===== src/rtl/adc_frame_packer_pkg.sv =====
`default_nettype none
// ============================================================================
// Module   : adc_frame_packer_pkg
// Brief    : Shared state encoding, frame magic defaults and trailer flag
//            layout for the per-channel ADC frame packer.
// Revision : 1.0 - initial release
// ============================================================================
package adc_frame_packer_pkg;

    // Frame sequencer state encoding
    localparam int         c_STATE_W  = 2;
    localparam logic [1:0] c_ST_IDLE  = 2'd0;
    localparam logic [1:0] c_ST_HDR   = 2'd1;
    localparam logic [1:0] c_ST_RUN   = 2'd2;
    localparam logic [1:0] c_ST_TRL   = 2'd3;

    // Each FIFO word carries two 16-bit half-words
    localparam int c_HALF_W = 16;

    // Default upper halves of the header and trailer words
    localparam logic [15:0] c_HDR_MAGIC_DEF = 16'hA5A5;
    localparam logic [15:0] c_TRL_MAGIC_DEF = 16'h5A5A;

    // Flag positions in the low half of the trailer word
    localparam int c_FLAG_LEN_BIT = 0;
    localparam int c_FLAG_OVF_BIT = 1;

    // Assemble a trailer word from its magic and the two sticky flags
    function automatic logic [31:0] trailer_word(input logic [15:0] magic,
                                                 input logic        ovf_f,
                                                 input logic        len_f);
        logic [15:0] flags;
        flags                 = '0;
        flags[c_FLAG_LEN_BIT] = len_f;
        flags[c_FLAG_OVF_BIT] = ovf_f;
        return {magic, flags};
    endfunction

endpackage
`default_nettype wire


===== src/rtl/adc_frame_packer_pair.sv =====
`default_nettype none
// ============================================================================
// Module   : adc_pair_packer
// Brief    : Holds the first sample of a pair and emits either a full pair
//            word {s2, s1} or, at burst end, a padded word {16'h0, s1}.
// Revision : 1.0 - initial release
// ============================================================================
module adc_pair_packer
    import adc_frame_packer_pkg::*;
(
    input  logic                  CLK,
    input  logic                  rst,
    input  logic                  clear,
    input  logic                  capture,
    input  logic                  burst_end,
    input  logic [c_HALF_W-1:0]   samp,
    output logic                  word_vld,
    output logic [2*c_HALF_W-1:0] word
);

    logic                r_pend_vld;
    logic [c_HALF_W-1:0] r_pend;

    // Pending low half: filled by the 1st sample, emptied by the 2nd or by burst end
    always_ff @(posedge CLK or posedge rst) begin
        if (rst) begin
            r_pend_vld <= 1'b0;
            r_pend     <= '0;
        end else if (clear || burst_end) begin
            r_pend_vld <= 1'b0;
            r_pend     <= '0;
        end else if (capture) begin
            r_pend_vld <= ~r_pend_vld;
            r_pend     <= r_pend_vld ? '0 : samp;
        end
    end

    // A word leaves whenever a half is pending and either a partner arrives or the burst closes
    always_comb begin
        word_vld = r_pend_vld && (capture || burst_end);
        word     = capture ? {samp, r_pend} : {{c_HALF_W{1'b0}}, r_pend};
    end

endmodule
`default_nettype wire


===== src/rtl/adc_frame_packer.sv =====
`default_nettype none
// ============================================================================
// Module   : adc_frame_packer
// Brief    : Per-ADC-channel frame packer. Frames each readout with header and
//            trailer words, packs two samples per 32-bit FIFO word, checks
//            burst lengths and flags dropped words.
// Revision : 1.0 - initial release
// ============================================================================
module adc_frame_packer
    import adc_frame_packer_pkg::*;
#(
    parameter int          ADC_W     = 14,
    parameter logic [15:0] HDR_MAGIC = c_HDR_MAGIC_DEF,
    parameter logic [15:0] TRL_MAGIC = c_TRL_MAGIC_DEF
) (
    input  logic             CLK,
    input  logic             rst,
    input  logic             frame_arm,
    input  logic             dat_valid,
    input  logic [ADC_W-1:0] adc_dat,
    input  logic [15:0]      SAMP_PER_BURST,
    input  logic [15:0]      NUM_BURST,
    input  logic             clr_err,
    input  logic             fifo_full,
    output logic             fifo_wr,
    output logic [31:0]      fifo_din,
    output logic             busy,
    output logic             frame_done,
    output logic             len_err,
    output logic             ovf,
    output logic [15:0]      burst_cnt
);

    logic [c_STATE_W-1:0] r_state;
    logic [c_STATE_W-1:0] w_state_nxt;

    logic        r_prev_vld;
    logic [15:0] r_samp_cnt;
    logic [15:0] r_burst_cnt;
    logic [15:0] r_frame_id;
    logic        r_wr_req;
    logic [31:0] r_din;
    logic        r_done;
    logic        r_len_err;
    logic        r_ovf;

    logic        w_hdr;
    logic        w_trl;
    logic        w_in_run;
    logic        w_capture;
    logic        w_burst_end;
    logic [15:0] w_burst_cnt_inc;
    logic        w_last_burst;
    logic [15:0] w_samp16;
    logic        w_pair_vld;
    logic [31:0] w_pair_word;
    logic        w_len_nxt;
    logic        w_ovf_nxt;
    logic        w_wr_req_nxt;
    logic [31:0] w_din_nxt;

    assign w_hdr           = (r_state == c_ST_HDR);
    assign w_trl           = (r_state == c_ST_TRL);
    assign w_in_run        = (r_state == c_ST_RUN);
    assign w_capture       = w_in_run && dat_valid;
    assign w_burst_end     = w_in_run && !dat_valid && r_prev_vld;
    assign w_burst_cnt_inc = r_burst_cnt + 16'd1;
    assign w_last_burst    = (w_burst_cnt_inc == NUM_BURST);

    // Sticky flags: a set event in the same cycle as clr_err wins
    assign w_len_nxt = (w_burst_end && (r_samp_cnt != SAMP_PER_BURST)) || (r_len_err && !clr_err);
    assign w_ovf_nxt = (r_wr_req && fifo_full) || (r_ovf && !clr_err);

    // Zero-extend the sample to a 16-bit half-word
    always_comb begin
        w_samp16              = '0;
        w_samp16[ADC_W-1:0]   = adc_dat;
    end

    adc_pair_packer u_pair (
        .CLK       (CLK),
        .rst       (rst),
        .clear     (w_hdr),
        .capture   (w_capture),
        .burst_end (w_burst_end),
        .samp      (w_samp16),
        .word_vld  (w_pair_vld),
        .word      (w_pair_word)
    );

    // State register
    always_ff @(posedge CLK or posedge rst) begin
        if (rst) r_state <= c_ST_IDLE;
        else     r_state <= w_state_nxt;
    end

    // Next-state logic; frame_arm is only honoured in IDLE
    always_comb begin
        w_state_nxt = r_state;
        case (r_state)
            c_ST_IDLE: if (frame_arm) w_state_nxt = c_ST_HDR;
            c_ST_HDR:  w_state_nxt = (NUM_BURST == 16'd0) ? c_ST_TRL : c_ST_RUN;
            c_ST_RUN:  if (w_burst_end && w_last_burst) w_state_nxt = c_ST_TRL;
            c_ST_TRL:  w_state_nxt = c_ST_IDLE;
            default:   w_state_nxt = c_ST_IDLE;
        endcase
    end

    // Write selection; header, pair/pad and trailer never coincide by sequencing
    always_comb begin
        w_wr_req_nxt = w_hdr || w_trl || w_pair_vld;
        if (w_hdr)      w_din_nxt = {HDR_MAGIC, r_frame_id};
        else if (w_trl) w_din_nxt = trailer_word(TRL_MAGIC, w_ovf_nxt, w_len_nxt);
        else            w_din_nxt = w_pair_word;
    end

    // Registered FIFO request, data and frame_done pulse
    always_ff @(posedge CLK or posedge rst) begin
        if (rst) begin
            r_wr_req <= 1'b0;
            r_din    <= '0;
            r_done   <= 1'b0;
        end else begin
            r_wr_req <= w_wr_req_nxt;
            r_din    <= w_din_nxt;
            r_done   <= w_trl;
        end
    end

    // Sample, burst and frame counters plus burst-edge tracking
    always_ff @(posedge CLK or posedge rst) begin
        if (rst) begin
            r_prev_vld  <= 1'b0;
            r_samp_cnt  <= '0;
            r_burst_cnt <= '0;
            r_frame_id  <= '0;
        end else begin
            r_prev_vld <= w_capture;
            if (w_hdr) begin
                r_samp_cnt  <= '0;
                r_burst_cnt <= '0;
            end else if (w_capture) begin
                r_samp_cnt  <= r_samp_cnt + 16'd1;
            end else if (w_burst_end) begin
                r_samp_cnt  <= '0;
                r_burst_cnt <= w_burst_cnt_inc;
            end
            if (w_trl) r_frame_id <= r_frame_id + 16'd1;
        end
    end

    // Sticky error flags
    always_ff @(posedge CLK or posedge rst) begin
        if (rst) begin
            r_len_err <= 1'b0;
            r_ovf     <= 1'b0;
        end else begin
            r_len_err <= w_len_nxt;
            r_ovf     <= w_ovf_nxt;
        end
    end

    // A write that meets a full FIFO is dropped here and recorded in ovf
    assign fifo_wr    = r_wr_req && !fifo_full;
    assign fifo_din   = r_din;
    assign busy       = (r_state != c_ST_IDLE);
    assign frame_done = r_done;
    assign len_err    = r_len_err;
    assign ovf        = r_ovf;
    assign burst_cnt  = r_burst_cnt;

endmodule
`default_nettype wire


===== config.mk =====
export PLATFORM = sky130hd
export DESIGN_NAME = adc_frame_packer
export DESIGN_NICKNAME = d
export VERILOG_FILES = /design/src/rtl/adc_frame_packer_pkg.sv /design/src/rtl/adc_frame_packer_pair.sv /design/src/rtl/adc_frame_packer.sv
export SDC_FILE = /design/constraint.sdc
export NUM_CORES = 1
export LEC_CHECK = 0
export BUFFER_PORTS_ARGS = -buffer_cell sky130_fd_sc_hd__buf_2
export CELL_PAD_IN_SITES_DETAIL_PLACEMENT = 0
export CELL_PAD_IN_SITES_GLOBAL_PLACEMENT = 1
export CORE_MARGIN = 10
export CORE_UTILIZATION = 30
export DETAILED_ROUTE_END_ITERATION = 10
export GPL_TIMING_DRIVEN = 1
export PLACE_DENSITY_LB_ADDON = 0.1
export RECOVER_POWER = 100
export SETUP_SLACK_MARGIN = 0.15
export SLEW_MARGIN = 20
export SYNTH_ARGS = -nofsm -noshare
export SYNTH_HDL_FRONTEND = slang
export SYNTH_SLANG_ARGS = --single-unit

===== constraint.sdc =====
create_clock -name CLK -period 8.7 [get_ports CLK]
set_input_delay 0.87 -clock CLK [delete_from_list [all_inputs] [get_ports CLK]]
set_output_delay 0.87 -clock CLK [all_outputs]
set_load 0.02 [all_outputs]

Yosys cells after proc, flatten, opt, wreduce, memory -nomap -nowiden
Index checks and enable logic that the tools add are counted.
{"block": "word_totals", "register_bits": 104, "wordCells": 69, "input_bits": 52}
{"block": "op_classes", "n_reduce_logical": 27, "n_eq_ne": 8, "addsub": 3, "muxes": 18, "n_bitwise": 1}
{"op": "$mux 16", "n": 8}
{"op": "$mux 32", "n": 2}
{"op": "$add 16x1->16 const B", "n": 3}
{"op": "$mux 30", "n": 1}
{"op": "$eq 16x16->1", "n": 1}
{"op": "$logic_not 16->1", "n": 1}
{"op": "$ne 16x16->1", "n": 1}
{"op": "$mux 14", "n": 1}
{"op": "$logic_and 1x1->1", "n": 10}
{"op": "$pmux 2 s4", "n": 1}
{"op": "$logic_or 1x1->1", "n": 6}
{"op": "$reduce_bool 2->1", "n": 3}
{"op": "$eq 2x2->1 const B", "n": 2}
{"op": "$mux 2", "n": 2}
{"op": "$ne 2x1->1 const B", "n": 2}
{"op": "$reduce_and 2->1", "n": 2}
{"op": "$logic_not 1->1", "n": 3}
{"op": "$mux 1", "n": 3}
{"op": "$reduce_bool 3->1", "n": 1}
{"op": "$eq 2x1->1 const B", "n": 1}
{"op": "$logic_not 2->1", "n": 1}
{"op": "$ne 2x2->1 const B", "n": 1}
{"op": "$not 1->1", "n": 1}

Logic depth before layout (Yosys ltp)
Gate-level depths: netlist of the first run.
{"block": "logic_depth", "word_depth": 7, "depth_mapped": 9, "mapped_depth_nobuf": 8}

Modules after synthesis
A second synthesis of the first run with hierarchy kept.
{"block": "hier_totals", "hier_cells": 546, "area_unflattened_um2": 5401.4}
{"mod": "adc_frame_packer", "cells_per_inst": 452, "area_each_um2": 4450.5, "seq_area_each_um2": 2177.1, "n_inst": 1}
{"mod": "adc_pair_packer", "cells_per_inst": 94, "area_each_um2": 950.9, "seq_area_each_um2": 425.4, "n_inst": 1}

Worst setup path before layout of the first run
Ideal clock, no wire load.
{"block": "synth_path", "kind": "in2reg", "start": "input port dat_valid", "end": "register r_state[1]", "t_arrival_ns": 2.264, "path_slack_ns": 6.311, "setup_time_ns": 0.125, "stages": 6, "cell_sequence": "nand3b_1 -> nor4_1 -> nand3_1 -> nor4_2 -> a41oi_2 -> mux2_4"}
{"block": "synth_between", "elab_chain_len": 6}
{"element": "start: declaration", "line_no": "adc_frame_packer.sv:19", "text": "input logic dat_valid,"}
{"element": "$logic_not 1->1", "line_no": "adc_frame_packer.sv:66", "text": "assign w_burst_end = w_in_run && !dat_valid && r_prev_vld;"}
{"element": "$logic_and 1x1->1 (2 in a row)", "line_no": "adc_frame_packer.sv:66"}
{"element": "$logic_and 1x1->1", "line_no": "adc_frame_packer.sv:103", "text": "c_ST_RUN: if (w_burst_end && w_last_burst) w_state_nxt = c_ST_TRL;"}
{"element": "$ne 2x1->1 (no source line)"}
{"element": "$reduce_and 2->1 (no source line)"}
{"element": "end signal: assignment", "line_no": "adc_frame_packer.sv:93", "text": "if (rst) r_state <= c_ST_IDLE;"}
{"element": "end signal: assignment", "line_no": "adc_frame_packer.sv:94", "text": "else r_state <= w_state_nxt;"}
{"element": "end: declaration", "line_no": "adc_frame_packer.sv:34", "text": "logic [c_STATE_W-1:0] r_state;"}
Every way passes these cells.
A chain may end at the register's enable or synchronous reset.

==> results of run 1 <==
cell families after synthesis:
| logic type | count (synthesis) | synth area share |
|---|---|---|
| flops | 101 | 0.5021 |
| simple gates | 190 | 0.1961 |
| xor+xnor | 60 | 0.1044 |
| buf+inv | 35 | 0.02983 |
| compound gates | 105 | 0.1385 |
| fa+ha+maj | 8 | 0.01989 |
| mux | 4 | 0.009196 |
worst max-delay path: cells and delay by family:
family / cells / cell delay [ns]
buffers and inverters: 3 / 3.47
power breakdown:
group / switching [mW] / internal, mW
Sequential: 0.0846 / 0.589
Combinational: 0.346 / 0.185
Clock: 0.191 / 0.243
path summary, 6_finish.rpt:
kind                                             from                      endpoint  slack (ns)  depth (start not counted)
max in group CLK               r_state[1]$_DFFE_PP0P_  u_pair.r_pend[5]$_DFFE_PP0P_        4.53                          6
min                        r_frame_id[15]$_DFFE_PP0P_    r_frame_id[15]$_DFFE_PP0P_        0.48                          1
min reg2reg                r_frame_id[15]$_DFFE_PP0P_    r_frame_id[15]$_DFFE_PP0P_        0.48                          1
min in group asynchronous                         rst        fifo_din[22]$_DFF_PP0_        1.15                          2
max reg2reg                    r_state[1]$_DFFE_PP0P_  u_pair.r_pend[5]$_DFFE_PP0P_        4.53                          6
max                                               rst      burst_cnt[4]$_DFFE_PP0P_        4.19                          3
layout make-up:
class	instances	area (um2)	area share
tap	220	275.3	0.04616
clock inverter	5	66.31	0.01112
clock buffer	11	252.7	0.04238
sequential	101	2527	0.4238
timing repair buffer	106	460.4	0.07721
inverter	8	31.28	0.005245
multi-input combinational	367	2350	0.3940
Yosys cell counts, types with 2 or more instances:
library cell  number  area, um2
a22o_1            15      131.4
buf_4              2      15.01
and3_1             9      56.30
nor4b_1            2      17.52
o21ai_1            3      15.01
nor4_1             7      43.79
a21o_1            19      142.6
nor2_1            39      146.4
and4_1             4      35.03
o211ai_1           2      15.01
a31oi_1            3      18.77
ha_1               8      100.1
a311oi_1           2      17.52
mux2i_1            2      20.02
nand2_1           50      187.7
and2_1             3      18.77
nand4_1           11      68.82
buf_2              9      45.04
dfrtp_1          101       2527
nor3b_1            4      30.03
nand3b_1           2      15.01
nand2b_1          13      81.33
clkbuf_1          15      56.30
or3_1              4      25.02
o21a_1             2      15.01
nor3_1             8      40.04
o31ai_1            5      37.54
xor2_1            18      157.7
xnor2_1           42      367.9
a21oi_1            9      45.04
o21ai_0           36      180.2
inv_1              8      30.03
nand3_1           23      115.1
a211oi_1           3      22.52
nor2b_1            6      37.54
o22ai_1            2      12.51
per-layer routing:
layer  GRT usage  routed length [um]  vias up
met5           0                   0        -
met4     0.02944                 127        0
met3     0.04559                 845       12
met2      0.1922                6448       93
met1      0.1724                6754     1945
li1            -                   -     1941
state kept, by name (all words and copies together), names as in the netlist:
| register | flops |
|---|---|
| len_err | 1 |
| fifo_din | 32 |
| u_pair.r_pend_vld | 1 |
| r_prev_vld | 1 |
| r_frame_id | 16 |
| r_state | 2 |
| ovf | 1 |
| r_samp_cnt | 16 |
| r_wr_req | 1 |
| burst_cnt | 16 |
| u_pair.r_pend | 14 |
stage by stage:
stage	hold WS [ns]	cell area (um2)	worst slack, ns	instances
4_1_cts	0.4825	6053	5.637	818
3_3_place_gp	0.4561	5729	5.791	802
3_5_place_dp	0.4709	5734	5.649	802
2_1_floorplan	0.4381	5034	5.183	503
5_1_grt	0.5028	5963	3.237	818
6_report	0.4799	5963	4.187	818
==> impl_table.tex, run 1 <==
\begin{tabular}{lr}
\hline
Metric & Value \\
\hline
\multicolumn{2}{l}{\textbf{Synth}} \\
\quad Async set or reset register ratio after synthesis & 1.000 \\
\quad Library cells used by synthesis & 48 \\
\quad Mean cell area of the mapped netlist & 10.01 um2 \\
\quad Total of warnings raised by yosys & 0 \\
\quad Flip-flop cell with the highest count after synthesis & dfrtp\_1 \\
\quad Synth Net Count & 563 \\
\quad EDFF count, synth & 0 \\
\quad Flops \& latches, synth & 101 \\
\quad Sequential area share after synthesis & 0.5021 \\
\quad Post-synthesis instance area & 0.005034 mm2 \\
\quad Gate count of the mapped netlist & 503 \\
\multicolumn{2}{l}{\textbf{STA}} \\
\quad Worst rel slew slack & -0.8021 \\
\quad Final period demand of the worst path & 4.513 ns \\
\quad Highest clock frequency the design can meet & 0.2216 GHz \\
\quad Count of endpoints failing hold in the final timing report & 0 \\
\quad Max-slew violation count & 144 \\
\quad Setup clock skew after layout & 0.009292 ns \\
\quad Number of setup violations in the final report & 0 \\
\quad Unrepaired setup endpoints after global routing & false \\
\quad Slew at the pin closest to its max-slew limit & 2.703 ns \\
\quad Total negative setup slack & 0 ns \\
\quad Final clock period utilization by the worst path & 0.5187 \\
\multicolumn{2}{l}{\textbf{Run status}} \\
\quad Failing checks & max-capacitance violations, max-slew violations \\
\quad Outcome & finished with violations \\
\multicolumn{2}{l}{\textbf{Worst hold path}} \\
\quad Hold/Removal Path Class & reg2reg \\
\multicolumn{2}{l}{\textbf{Clock tree}} \\
\quad Count of hold-fix buffers inserted at cts & 0 \\
\quad Number of buffers inserted during clock tree synthesis & 9 \\
\quad CTS tree & done \\
\quad Setup fix buffers added after clock tree synthesis & 0 \\
\quad Maximum number of buffers from clock root to sink & 2 \\
\quad Deepest level of the CTS H-tree & 3 \\
\quad Master cell of the clock root buffer & clkbuf\_16 \\
\quad \# resized after CTS & 0 \\
\quad TritonCTS sink count & 101 \\
\quad Clock input transition at the sequential cells of the worst setup and hold paths & 0.07 ns \\
\quad Source-to-sink clock delay at the later pin of the worst-skew pair & 0.36 ns \\
\multicolumn{2}{l}{\textbf{GRT}} \\
\quad Global route overflow & 0 \\
\quad Tot GR Track Use & 0.1281 \\
\quad Largest net degree at the start of global routing & 54 \\
\quad First-pass GRT wire length & 22630 um \\
\quad Vias in the first global route & 4014 \\
\quad Antenna violations before repair & 0 \\
\multicolumn{2}{l}{\textbf{Worst setup path}} \\
\quad Critical path data arrival time & 4.40 ns \\
\quad Critical path type & in2async \\
\quad Largest stage delay, worst path & 2.02 ns \\
\quad Worst-path maximum fanout & 53 \\
\quad Slowest library cell on the worst path & clkbuf\_1 \\
\quad Crit path launch type & primary input \\
\quad Critical path endpoint category & asynchronous set/reset pin \\
\quad Data required time of the critical path & 8.58 ns \\
\quad Cell-by-cell trace of the critical path & buf\_2, clkinvlp\_2, clkbuf\_1 \\
\multicolumn{2}{l}{\textbf{Layout}} \\
\quad Fraction of final layout cells with drive strength greater than 1 & 0.1204 \\
\quad Most common library cell in the layout ignoring fill and taps & dfrtp\_1 \\
\quad Fill cell count & 1702 \\
\quad Final core utilization & 0.3609 \\
\quad Ant. Diodes & 0 \\
\quad Number of nets in the layout & 653 \\
\quad Area added between synthesis and finish & 18.47\% \\
\quad Most used cells in the layout excluding fill and tap cells & 101 x dfrtp\_1, 56 x clkbuf\_1, 50 x nand2\_1, 50 x buf\_2, 42 x xnor2\_1 \\
\multicolumn{2}{l}{\textbf{Detailed routing}} \\
\quad Total Routed Length & 14180 um \\
\quad Routed wire length per instance & 17.33 um \\
\quad Pre-Repair DR Iteration Count & 4 \\
\quad DRC violation count after routing & 0 \\
\quad Number of routed nets with antenna violations & 0 \\
\quad Count of vias placed by the detailed router & 3991 \\
\quad Violation count after the first detailed-routing iteration & 196 \\
\quad Routed via count divided by cell count & 4.879 \\
\multicolumn{2}{l}{\textbf{Placed design}} \\
\quad Count of input and output buffers & 104 \\
\quad Post-detail-place hpwl & 10420 um \\
\quad Global placement routability congestion & 0.7927 \\
\multicolumn{2}{l}{\textbf{Power}} \\
\quad Pwr per Cell Area & 274.6 mW/mm2 \\
\quad Leak Pwr & 2.668 nW \\
\quad Total Power Consumption & 1.638 mW \\
\quad Worst-case vdd ir drop & 0.1664 mV \\
\multicolumn{2}{l}{\textbf{Floorplanning}} \\
\quad Core Rows & 47 \\
\quad Starting utilization of the core area & 0.3046 \\
\quad Floorplan die height & 149.5 um \\
\quad Number of primary I/O pins & 105 \\
\quad Full die area & 0.02236 mm2 \\
\quad Horiz. Die Dim & 149.5 um \\
\quad Total core area & 0.01652 mm2 \\
\multicolumn{2}{l}{\textbf{Flow run}} \\
\quad Number of maximum-capacitance violations & 3 \\
\hline
\end{tabular}
(Power assumes the default switching activity.)
==> run 2: changes to the inputs <==
- clock period: 8.7 -> 3.89 ns (I/O delays scaled with it)
==> run 2 against run 1 <==
Against the previous run:
- clock skew hardly changed
- first-iteration DRC count grew 4.6%
- final area down 0.10%
- flip-flop and latch count did not move
- largest cell class unchanged
- critical path type is now reg2reg
- sequential share of layout area barely moved
- the run still ends with max-capacitance violations, max-slew violations left
- die area unchanged
==> impl_table.tex, run 2 (synthesis results as in run 1) <==
\begin{tabular}{lr}
\hline
Metric & Value \\
\hline
\multicolumn{2}{l}{\textbf{Placed design}} \\
\quad Post-detail-place hpwl & 10540 um (was 10420 um) \\
\quad Global placement routability congestion & 0.7914 (was 0.7927) \\
\quad Count of input and output buffers & 104 (unchanged) \\
\quad DP Area & 0.005744 mm2 (was 0.005734 mm2) \\
\multicolumn{2}{l}{\textbf{Worst setup path}} \\
\quad Data required time of the critical path & 4.15 ns (was 8.58 ns) \\
\quad Crit path buffers/inverters & 3 (unchanged) \\
\quad Slowest library cell on the worst path & clkbuf\_1 (unchanged) \\
\quad Worst-path maximum fanout & 34 (was 53) \\
\quad Critical path type & reg2reg (was in2async) \\
\quad Crit path launch type & flip-flop (was primary input) \\
\quad Cell-by-cell trace of the critical path & inv\_1, ha\_1, buf\_4, nor2\_1, clkbuf\_1, o21ai\_0, o31ai\_1 (was buf\_2, clkinvlp\_2, clkbuf\_1) \\
\quad Critical path endpoint category & flip-flop (was asynchronous set/reset pin) \\
\quad Critical path data arrival time & 3.22 ns (was 4.40 ns) \\
\quad Largest stage delay, worst path & 0.99 ns (was 2.02 ns) \\
\quad Cell family with the largest share of critical-path delay & buffers and inverters (unchanged) \\
\multicolumn{2}{l}{\textbf{GRT}} \\
\quad Tot GR Track Use & 0.1296 (was 0.1281) \\
\quad Largest net degree at the start of global routing & 49 (was 54) \\
\quad Antenna violations before repair & 0 (unchanged) \\
\quad First-pass GRT wire length & 22890 um (was 22630 um) \\
\quad Met3 GRT Util & 0.03261 (was 0.04559) \\
\quad Most crowded layer after global routing & met2 (unchanged) \\
\quad Met1 demand-to-capacity share in global routing & 0.1736 (was 0.1724) \\
\quad Global route overflow & 0 (unchanged) \\
\quad Met2 global-route usage & 0.1962 (was 0.1922) \\
\quad Vias in the first global route & 4180 (was 4014) \\
\multicolumn{2}{l}{\textbf{Detailed routing}} \\
\quad Pre-Repair DR Iteration Count & 5 (was 4) \\
\quad Violation count after the first detailed-routing iteration & 205 (was 196) \\
\quad Routed via count divided by cell count & 4.827 (was 4.879) \\
\quad Number of routed nets with antenna violations & 0 (unchanged) \\
\quad Routed wire length per instance & 17.38 um (was 17.33 um) \\
\quad Count of vias placed by the detailed router & 3958 (was 3991) \\
\quad DRC violation count after routing & 0 (unchanged) \\
\quad Total Routed Length & 14250 um (was 14180 um) \\
\multicolumn{2}{l}{\textbf{Layout}} \\
\quad Area used by sequential logic in the layout & 0.002527 mm2 (unchanged) \\
\quad Fill cell count & 1724 (was 1702) \\
\quad Post-route design area & 0.005957 mm2 (was 0.005963 mm2) \\
\quad Number of flip-flops under the largest register name & 32 (unchanged) \\
\quad Ant. Diodes & 0 (unchanged) \\
\quad Most common library cell in the layout ignoring fill and taps & dfrtp\_1 (unchanged) \\
\quad Final core utilization & 0.3605 (was 0.3609) \\
\quad Area of combinational cells with multiple inputs & 0.002342 mm2 (was 0.002350 mm2) \\
\quad Number of nets in the layout & 655 (was 653) \\
\quad Fraction of final layout cells with drive strength greater than 1 & 0.1200 (was 0.1204) \\
\quad Area added between synthesis and finish & 18.34\% (was 18.47\%) \\
\quad Most used cells in the layout excluding fill and tap cells & 101 x dfrtp\_1, 57 x clkbuf\_1, 51 x buf\_2 (was 101 x dfrtp\_1, 56 x clkbuf\_1, 50 x nand2\_1, 50 x buf\_2, 42 x xnor2\_1) \\
\multicolumn{2}{l}{\textbf{Floorplanning}} \\
\quad Starting utilization of the core area & 0.3046 (unchanged) \\
\quad Horiz. Die Dim & 149.5 um (unchanged) \\
\quad Total core area & 0.01652 mm2 (unchanged) \\
\quad Floorplan die height & 149.5 um (unchanged) \\
\quad Core Rows & 47 (unchanged) \\
\quad Full die area & 0.02236 mm2 (unchanged) \\
\quad Number of primary I/O pins & 105 (unchanged) \\
\multicolumn{2}{l}{\textbf{Worst hold path}} \\
\quad Hold/Removal Path Class & in2reg (was reg2reg) \\
\multicolumn{2}{l}{\textbf{STA}} \\
\quad Total negative setup slack & 0 ns (unchanged) \\
\quad Final clock period utilization by the worst path & 0.7610 \\
\quad Worst rel slew slack & -0.4616 (was -0.8021) \\
\quad Final period demand of the worst path & 2.960 ns \\
\quad Unrepaired setup endpoints after global routing & false (unchanged) \\
\quad Slew at the pin closest to its max-slew limit & 2.180 ns (was 2.703 ns) \\
\quad Number of setup violations in the final report & 0 (unchanged) \\
\quad Worst Hold Margin & 0.2485 ns (was 0.4799 ns) \\
\quad Count of endpoints failing hold in the final timing report & 0 (unchanged) \\
\quad Highest clock frequency the design can meet & 0.3378 GHz \\
\quad Max-slew violation count & 80 (was 144) \\
\quad Setup clock skew after layout & 0.009282 ns (was 0.009292 ns) \\
\multicolumn{2}{l}{\textbf{Clock tree}} \\
\quad CTS tree & done (unchanged) \\
\quad \# resized after CTS & 0 (unchanged) \\
\quad Setup fix buffers added after clock tree synthesis & 0 (unchanged) \\
\quad Maximum number of buffers from clock root to sink & 2 (unchanged) \\
\quad Master cell of the clock root buffer & clkbuf\_16 (unchanged) \\
\quad Number of buffers inserted during clock tree synthesis & 9 (unchanged) \\
\quad TritonCTS sink count & 101 (unchanged) \\
\quad Clock input transition at the sequential cells of the worst setup and hold paths & 0.08 ns (was 0.07 ns) \\
\quad Deepest level of the CTS H-tree & 3 (unchanged) \\
\quad Count of hold-fix buffers inserted at cts & 0 (unchanged) \\
\quad Source-to-sink clock delay at the later pin of the worst-skew pair & 0.36 ns (about the same) \\
\multicolumn{2}{l}{\textbf{Run status}} \\
\quad Failing checks & max-capacitance violations, max-slew violations (unchanged) \\
\quad Outcome & finished with violations (unchanged) \\
\multicolumn{2}{l}{\textbf{Flow run}} \\
\quad Number of maximum-capacitance violations & 2 (was 3) \\
\multicolumn{2}{l}{\textbf{Power}} \\
\quad Worst-case vdd ir drop & 0.2763 mV (was 0.1664 mV) \\
\quad Leak Pwr & 2.671 nW (was 2.668 nW) \\
\quad Pwr per Cell Area & 608.6 mW/mm2 (was 274.6 mW/mm2) \\
\hline
\end{tabular}
run 2: cell type report:
class                   instances  share of cell area
repair buffers                108             0.07940
clock inverters                 6             0.01323
multi-input cells             367              0.3932
well taps                     220             0.04621
inverters                       8            0.005251
flip-flops and latches        101              0.4243
clock buffers                  10             0.03844
run 2: through the flow:
| stage | power [mW] | cells | worst slack, ns |
|---|---|---|---|
| after floorplan | 2.326 | 503 | 0.8539 |
| after global placement | 2.763 | 804 | 1.289 |
| after detailed placement | 2.779 | 804 | 1.150 |
| after CTS | 3.750 | 820 | 1.129 |
| after global routing | 3.894 | 820 | 0.4892 |
| final | 3.626 | 820 | 0.9296 |
run 2: report_power, final:
part / switching (mW) / total, mW / internal, mW
Sequential: 0.187 / 1.50 / 1.32
Clock: 0.433 / 0.946 / 0.513
Combinational: 0.759 / 1.18 / 0.416
run 2: path summary, 6_finish.rpt:
kind / from / end / slack, ns / cells after the start
min in group asynchronous: rst / fifo_din[21]$_DFF_PP0_ / 0.59 / 2
max in group asynchronous: rst / r_frame_id[10]$_DFFE_PP0P_ / 1.06 / 3
min: adc_dat[3] / fifo_din[19]$_DFF_PP0_ / 0.25 / 2
max reg2reg: r_state[1]$_DFFE_PP0P_ / r_samp_cnt[4]$_DFFE_PP0P_ / 0.93 / 7
min reg2reg: r_frame_id[15]$_DFFE_PP0P_ / r_frame_id[15]$_DFFE_PP0P_ / 0.49 / 1
max: r_state[1]$_DFFE_PP0P_ / r_samp_cnt[4]$_DFFE_PP0P_ / 0.93 / 7
run 2: routing by layer:
layer / wire [um] / part of all wire
met4: 229 / 0.016
met2: 6403 / 0.45
met3: 845 / 0.059
met1: 6772 / 0.48
met5: 0 / 0
